<file path="config.mk">
export PLATFORM = sky130hd
export DESIGN_NAME = pwm_cfgreg_bank_flat
export DESIGN_NICKNAME = d
export VERILOG_FILES = /design/src/rtl/pwm_cfgreg_bank_if.sv /design/src/rtl/pwm_cfgreg_bank.sv /design/src/flat_wrapper.sv
export SDC_FILE = /design/constraint.sdc
export NUM_CORES = 1
export LEC_CHECK = 0
export CAP_MARGIN = 20
export CORE_ASPECT_RATIO = 1.25
export CORE_UTILIZATION = 56
export DETAILED_ROUTE_END_ITERATION = 8
export HOLD_SLACK_MARGIN = 0.03
export PLACE_DENSITY_LB_ADDON = 0.12
export SYNTH_ARGS = -nofsm -noshare
export SYNTH_HDL_FRONTEND = slang
export SYNTH_SLANG_ARGS = --single-unit
</file>
<file path="constraint.sdc">
create_clock -name clk -period 5 [get_ports clk]
set_input_delay 1 -clock clk [delete_from_list [all_inputs] [get_ports clk]]
set_output_delay 1 -clock clk [all_outputs]
set_load 0.1 [all_outputs]
</file>
<file path="src/rtl/pwm_cfgreg_bank_if.sv">
// rtl/pwm_cfgreg_bank_if.sv - register write/read bus for the PWM configuration bank
// Readback signals exist only when CFG_READBACK_EN is defined.
`ifndef PWMCOUNT_WIDTH
`define PWMCOUNT_WIDTH 16
`endif

interface pwm_cfgreg_bank_if #(
  parameter int N_CH      = 4,
  parameter int REG_WIDTH = `PWMCOUNT_WIDTH
);
  localparam int CH_AW = (N_CH > 1) ? $clog2(N_CH) : 1;

  logic                   wr_en;
  logic [CH_AW-1:0]       wr_ch;
  logic [REG_WIDTH-1:0]   wr_data;
  logic [REG_WIDTH/8-1:0] wr_strb;
  logic                   wr_ack;
  logic                   wr_err;
`ifdef CFG_READBACK_EN
  logic                   rd_en;
  logic [CH_AW-1:0]       rd_ch;
  logic                   rd_sel;
  logic [REG_WIDTH-1:0]   rd_data;
  logic                   rd_valid;
`endif

  modport master (
    output wr_en, wr_ch, wr_data, wr_strb,
    input  wr_ack, wr_err
`ifdef CFG_READBACK_EN
    , output rd_en, rd_ch, rd_sel
    , input  rd_data, rd_valid
`endif
  );

  modport slave (
    input  wr_en, wr_ch, wr_data, wr_strb,
    output wr_ack, wr_err
`ifdef CFG_READBACK_EN
    , input  rd_en, rd_ch, rd_sel
    , output rd_data, rd_valid
`endif
  );
endinterface

</file>
<file path="src/rtl/pwm_cfgreg_bank.sv">
// rtl/pwm_cfgreg_bank.sv - per-channel PWM control word bank with shadow/active double buffering
// Optional readback port enabled by defining CFG_READBACK_EN.
`ifndef PWMCOUNT_WIDTH
`define PWMCOUNT_WIDTH 16
`endif

module pwm_cfgreg_bank #(
  parameter int N_CH      = 4,
  parameter int REG_WIDTH = `PWMCOUNT_WIDTH,
  parameter int CH_AW     = (N_CH > 1) ? $clog2(N_CH) : 1
) (
  input  logic                clk,
  input  logic                reset,
  pwm_cfgreg_bank_if.slave    bus,
  input  logic [N_CH-1:0]     upd_evt,
  input  logic                force_load,
  output logic [N_CH-1:0]     pending,
  output logic [N_CH-1:0]     cfg_loaded,
  output logic [2*N_CH-1:0]   count_mode,
  output logic [2*N_CH-1:0]   mask_mode,
  output logic [N_CH-1:0]     pwmclkdiv_onoff,
  output logic [N_CH-1:0]     dtclkdiv_onoff,
  output logic [N_CH-1:0]     int_onoff,
  output logic [N_CH-1:0]     pwm_onoff,
  output logic [N_CH-1:0]     logic_A,
  output logic [N_CH-1:0]     logic_B
);
  localparam int CFG_W = 11;

  logic [CFG_W-1:0] shadow [N_CH];
  logic [CFG_W-1:0] active [N_CH];
  logic [CFG_W-1:0] merged [N_CH];
  logic [N_CH-1:0]  wr_hit;
  logic [N_CH-1:0]  load_req;
  logic [N_CH-1:0]  imm_bits;
  logic             wr_in_range;
  logic             wr_any_strb;
  logic             unused_bits;

  always_comb begin
    wr_in_range = 32'(bus.wr_ch) < N_CH;
    wr_any_strb = bus.wr_strb[0] | bus.wr_strb[1];
    wr_hit      = '0;
    load_req    = '0;
    for (int k = 0; k < N_CH; k++) begin
      wr_hit[k]   = bus.wr_en && wr_any_strb && (bus.wr_ch == CH_AW'(k));
      load_req[k] = pending[k] && (upd_evt[k] || force_load);
      merged[k]   = shadow[k];
      if (bus.wr_strb[0]) merged[k][7:0]  = bus.wr_data[7:0];
      if (bus.wr_strb[1]) merged[k][10:8] = bus.wr_data[10:8];
    end
  end

  // A deferred write colliding with a load lets the old shadow through and re-arms pending.
  always_ff @(posedge clk) begin
    if (reset) begin
      for (int k = 0; k < N_CH; k++) begin
        shadow[k] <= '0;
        active[k] <= '0;
      end
      pending     <= '0;
      cfg_loaded  <= '0;
      bus.wr_ack  <= 1'b0;
      bus.wr_err  <= 1'b0;
    end else begin
      bus.wr_ack <= bus.wr_en && wr_in_range;
      bus.wr_err <= bus.wr_en && !wr_in_range;
      cfg_loaded <= '0;
      for (int k = 0; k < N_CH; k++) begin
        if (wr_hit[k]) begin
          shadow[k] <= merged[k];
          if (merged[k][10]) begin
            active[k]     <= merged[k];
            pending[k]    <= 1'b0;
            cfg_loaded[k] <= 1'b1;
          end else begin
            pending[k] <= 1'b1;
            if (load_req[k]) begin
              active[k]     <= shadow[k];
              cfg_loaded[k] <= 1'b1;
            end
          end
        end else if (load_req[k]) begin
          active[k]     <= shadow[k];
          pending[k]    <= 1'b0;
          cfg_loaded[k] <= 1'b1;
        end
      end
    end
  end

`ifdef CFG_READBACK_EN
  logic [CFG_W-1:0] rd_word;

  always_comb begin
    rd_word = '0;
    for (int k = 0; k < N_CH; k++) begin
      if (bus.rd_ch == CH_AW'(k)) rd_word = bus.rd_sel ? shadow[k] : active[k];
    end
  end

  always_ff @(posedge clk) begin
    if (reset) begin
      bus.rd_data  <= '0;
      bus.rd_valid <= 1'b0;
    end else begin
      bus.rd_valid <= bus.rd_en;
      bus.rd_data  <= bus.rd_en ? {{(REG_WIDTH-CFG_W){1'b0}}, rd_word} : '0;
    end
  end
`endif

  // Field buses are straight wiring of the active registers, so they change on the load edge.
  always_comb begin
    count_mode      = '0;
    mask_mode       = '0;
    pwmclkdiv_onoff = '0;
    dtclkdiv_onoff  = '0;
    int_onoff       = '0;
    pwm_onoff       = '0;
    logic_A         = '0;
    logic_B         = '0;
    imm_bits        = '0;
    for (int k = 0; k < N_CH; k++) begin
      count_mode[2*k +: 2] = active[k][1:0];
      mask_mode[2*k +: 2]  = active[k][3:2];
      pwmclkdiv_onoff[k]   = active[k][4];
      dtclkdiv_onoff[k]    = active[k][5];
      int_onoff[k]         = active[k][6];
      pwm_onoff[k]         = active[k][7];
      logic_A[k]           = active[k][8];
      logic_B[k]           = active[k][9];
      imm_bits[k]          = active[k][10];
    end
  end

  assign unused_bits = ^{bus.wr_data, bus.wr_strb, imm_bits};

endmodule

</file>
<file path="src/flat_wrapper.sv">
// flat-port wrapper written by rule: the top's interface ports become plain ports
module pwm_cfgreg_bank_flat 
#(
  parameter int N_CH      = 4,
  parameter int REG_WIDTH = `PWMCOUNT_WIDTH,
  parameter int CH_AW     = (N_CH > 1) ? $clog2(N_CH) : 1
)
  (clk, reset, upd_evt, force_load, pending, cfg_loaded, count_mode, mask_mode, pwmclkdiv_onoff, dtclkdiv_onoff, int_onoff, pwm_onoff, logic_A, logic_B, bus_wr_en, bus_wr_ch, bus_wr_data, bus_wr_strb, bus_wr_ack, bus_wr_err);
  pwm_cfgreg_bank_if #(.N_CH(N_CH), .REG_WIDTH(REG_WIDTH)) bus_i ();
  input  logic clk;
  input  logic reset;
  input  logic [N_CH-1:0] upd_evt;
  input  logic force_load;
  output logic [N_CH-1:0] pending;
  output logic [N_CH-1:0] cfg_loaded;
  output logic [2*N_CH-1:0] count_mode;
  output logic [2*N_CH-1:0] mask_mode;
  output logic [N_CH-1:0] pwmclkdiv_onoff;
  output logic [N_CH-1:0] dtclkdiv_onoff;
  output logic [N_CH-1:0] int_onoff;
  output logic [N_CH-1:0] pwm_onoff;
  output logic [N_CH-1:0] logic_A;
  output logic [N_CH-1:0] logic_B;
  input wire logic [$bits(bus_i.wr_en)-1:0] bus_wr_en;
  input wire logic [$bits(bus_i.wr_ch)-1:0] bus_wr_ch;
  input wire logic [$bits(bus_i.wr_data)-1:0] bus_wr_data;
  input wire logic [$bits(bus_i.wr_strb)-1:0] bus_wr_strb;
  output wire logic [$bits(bus_i.wr_ack)-1:0] bus_wr_ack;
  output wire logic [$bits(bus_i.wr_err)-1:0] bus_wr_err;
  assign bus_i.wr_en = bus_wr_en;
  assign bus_i.wr_ch = bus_wr_ch;
  assign bus_i.wr_data = bus_wr_data;
  assign bus_i.wr_strb = bus_wr_strb;
  assign bus_wr_ack = bus_i.wr_ack;
  assign bus_wr_err = bus_i.wr_err;
  pwm_cfgreg_bank #(.N_CH(N_CH), .REG_WIDTH(REG_WIDTH), .CH_AW(CH_AW)) u_core (.clk(clk), .reset(reset), .bus(bus_i), .upd_evt(upd_evt), .force_load(force_load), .pending(pending), .cfg_loaded(cfg_loaded), .count_mode(count_mode), .mask_mode(mask_mode), .pwmclkdiv_onoff(pwmclkdiv_onoff), .dtclkdiv_onoff(dtclkdiv_onoff), .int_onoff(int_onoff), .pwm_onoff(pwm_onoff), .logic_A(logic_A), .logic_B(logic_B));
endmodule
</file>
==> impl_results.md <==
* ANT cells at 0
* Peak Freq at 287 MHz
* Die width at 80.4 um
* Actual slew at the worst max-slew pin at 988 ps
* Clock Latency Late Sink at 360 ps
* CTS Hold Bufs at 0
* Worst path top cell family by delay: buffers and inverters
* CTS Sinks at 93
* Synth area leaders: edfxtp_1 59%, a21oi_1 8.7%, nand2_1 5.1%
* CP Max Fanout at 18
* Top Ports at 78
* Mean Syn Cell Area at 11.0 um^2
* GPL Wtd Cong at 0.834
* Row count at 35
* Clock group share of total power at 0.295
* CP max stage cell: clkdlybuf4s50_1
* DR vias at 3382
* Post-CTS Setup Bufs at 0
* Final Power at 1.70 mW
* Root Buffer: clkbuf_8
* TritonRoute pass-1 iters at 5
* First-pass GRT wire length at 15.2 mm
* Design area at 0.00525 mm^2
* PortBufs at 71
* Initial antenna violation count at 0
* Final setup violation count at 0
* Via density at 6.14
* Core area at 0.00740 mm^2
* Tot GR Track Use at 0.260
* Layout area overhead at 22.1%
* Setup TNS at 0 ps
* Internal at 1.19 mW
* Psw at 516 uW
* Crit path buffers/inverters at 1
* Comb pwr share at 0.177
* Max incr delay on CP at 950 ps
* Type of destination of the critical path: register
* H-tree levels at 3
* Most used flip-flop cell after synthesis: edfxtp_1
* Tmin final at 3490 ps
* Sequential share of power at 0.527
* Post-DP Area at 0.00505 mm^2
* Yosys top cell by area: edfxtp_1
* Tcrit/Tclk final at 0.698
* HPWL after DPL at 7.07 mm
* 1st-iter DRT viols at 383
* Vias in the first global route at 3055
* YS warnings at 0
* Worst R2R Setup Slack at 2870 ps
* Synthesized Nets at 420
* Final Hold Fails at 0
* Pins Over Slew Limit at 0
* Unrepaired setup endpoints after global routing: no
* DRC at 0
* Die Y at 100 um
* Share of post-route cells with drive strength above 1 at 0.0675
* Antenna Violating Nets Remaining at 0
* Initial Util at 0.581
* Peak VDD IR at 0.000169 V
* Seq/Total Area, Yosys at 0.628
* Status: finished clean
* Post-synthesis async set-or-reset flop share at 0
* Finished Core Util at 0.709
* EDFF count, synth at 84
* CTS tree: yes
* Synth Register Bits at 93
* WHS at 500 ps
* Slew headroom at 0.339
* Final wirelength at 9.85 mm
* Overflow after GRT at 0
* CTS max path bufs at 2
* Worst hold path type: register to register
* Pin count of the biggest net entering global routing at 30
* Leakage at 1.80 nW
* Crit path kind: input pin to register
* Post-Syn Instances at 392
* CP cell instances: clkdlybuf4s50_1, mux2i_1, nor4_2, a21oi_1, a21oi_1
* Worst-case clock skew at 8.70 ps
* Drt wl/cell at 17.9 um
* Post-cts resize count at 0
* Switch share at 0.303
* CP startpoint kind: input pin
* Mapped cell area at 0.00430 mm^2
* Share of the synthesized area in the top cell type at 0.587
* Power Density at 324 mW/mm^2
* Clock transition at the registers of the reported paths at 90 ps
* Crit path DAT at 3550 ps
* Critical Path RT at 5060 ps
* DIE AREA at 0.00804 mm^2
* Max-cap violations at 0
* CTS Buf Count at 9
* Nets at 482
* Cell variety after synth at 34
* Most frequent CP cell: a21oi_1
[cell usage in the layout, fill, tap and decap left out, drive strengths merged, types with 4 or more instances in the layout]
cell type	instances
o2bb2ai	10
clkbuf	9
a21oi	75
edfxtp	84
inv	8
or3	4
clkdlybuf4s50	71
nor2	13
dfxtp	9
nand3	34
o21ai	36
buf	6
clkinv	5
mux2i	4
nand2	58
[cell type report]
| class | count | area, um^2 |
|---|---|---|
| clock buffers | 9 | 124 |
| repair buffers | 77 | 756 |
| clock inverters | 7 | 75.1 |
| fillers | 563 | 2150 |
| multi-input cells | 265 | 1450 |
| well taps | 92 | 115 |
| inverters | 8 | 30.0 |
| flip-flops and latches | 93 | 2700 |
[registers in the layout, indices dropped and copies added, names as in the netlist]
signal / flops
u_core.pending: 4
u_core.active: 40
u_core.bus.wr_ack: 1
u_core.shadow: 44
u_core.cfg_loaded: 4
[kinds of logic (layout without fill, tap and decap cells)]
family                 after synthesis  after routing  share of synthesized area
muxes                                4              4                    0.00931
other                                1              1                   0.000872
and+or+nand+nor                    128            128                      0.140
AOI/OAI and AO/OA                  132            132                      0.187
buffers and inverters               34            101                     0.0352
DFF                                 93             93                      0.628
[stage by stage]
| step | setup slack [ps] | instances |
|---|---|---|
| global route | 1420 | 551 |
| global placement | 1310 | 535 |
| detailed placement | 1240 | 535 |
| floorplan | 2190 | 392 |
| finish | 1510 | 551 |
| CTS | 1630 | 551 |
[synth_stat cells (3+ instances only)]
| cell | count |
|---|---|
| o21ai_0 | 34 |
| nand3_1 | 34 |
| or3_1 | 4 |
| nor2_1 | 13 |
| inv_1 | 7 |
| o2bb2ai_1 | 10 |
| dfxtp_1 | 9 |
| mux2i_1 | 4 |
| nand2_1 | 58 |
| clkbuf_1 | 16 |
| a21oi_1 | 75 |
| o21a_1 | 3 |
| o311a_1 | 3 |
| buf_2 | 7 |
| or2_2 | 3 |
| nand2b_1 | 3 |
| o311ai_4 | 3 |
| edfxtp_1 | 84 |
[tightest hold or removal path, cell delays in order, from the launching register on]
cell and delay [ps]:
dfxtp_1 330, nand3_1 60, a21oi_1 60
[layer usage]
metal	global-route usage	vias to the layer above	share of wire
li1	-	1580	-
met1	0.322	1608	0.40
met2	0.444	166	0.52
met3	0.0327	28	0.052
met4	0.135	0	0.032
met5	0	-	0
[path summary, 6_finish.rpt]
kind / from / end / cells past startpoint
worst min-delay path: u_core.pending[0] / u_core.pending[0] / 2
worst max-delay path: bus_wr_strb[1] / u_core.active[0][9] / 5
worst max register to register: u_core.shadow[0][10] / u_core.active[0][9] / 4
worst min register to register: u_core.pending[0] / u_core.pending[0] / 2
[power groups by stage]
| stage | Sequential (mW) | Clock, mW | Combinational [mW] |
|---|---|---|---|
| floorplan | 1.05 | 0 | 0.0837 |
| global placement | 0.914 | 0 | 0.296 |
| detailed placement | 0.916 | 0 | 0.301 |
| CTS | 0.898 | 0.506 | 0.302 |
| global route | 0.902 | 0.532 | 0.315 |
| finish | 0.898 | 0.502 | 0.302 |
Power figures use the tool's default switching activity.
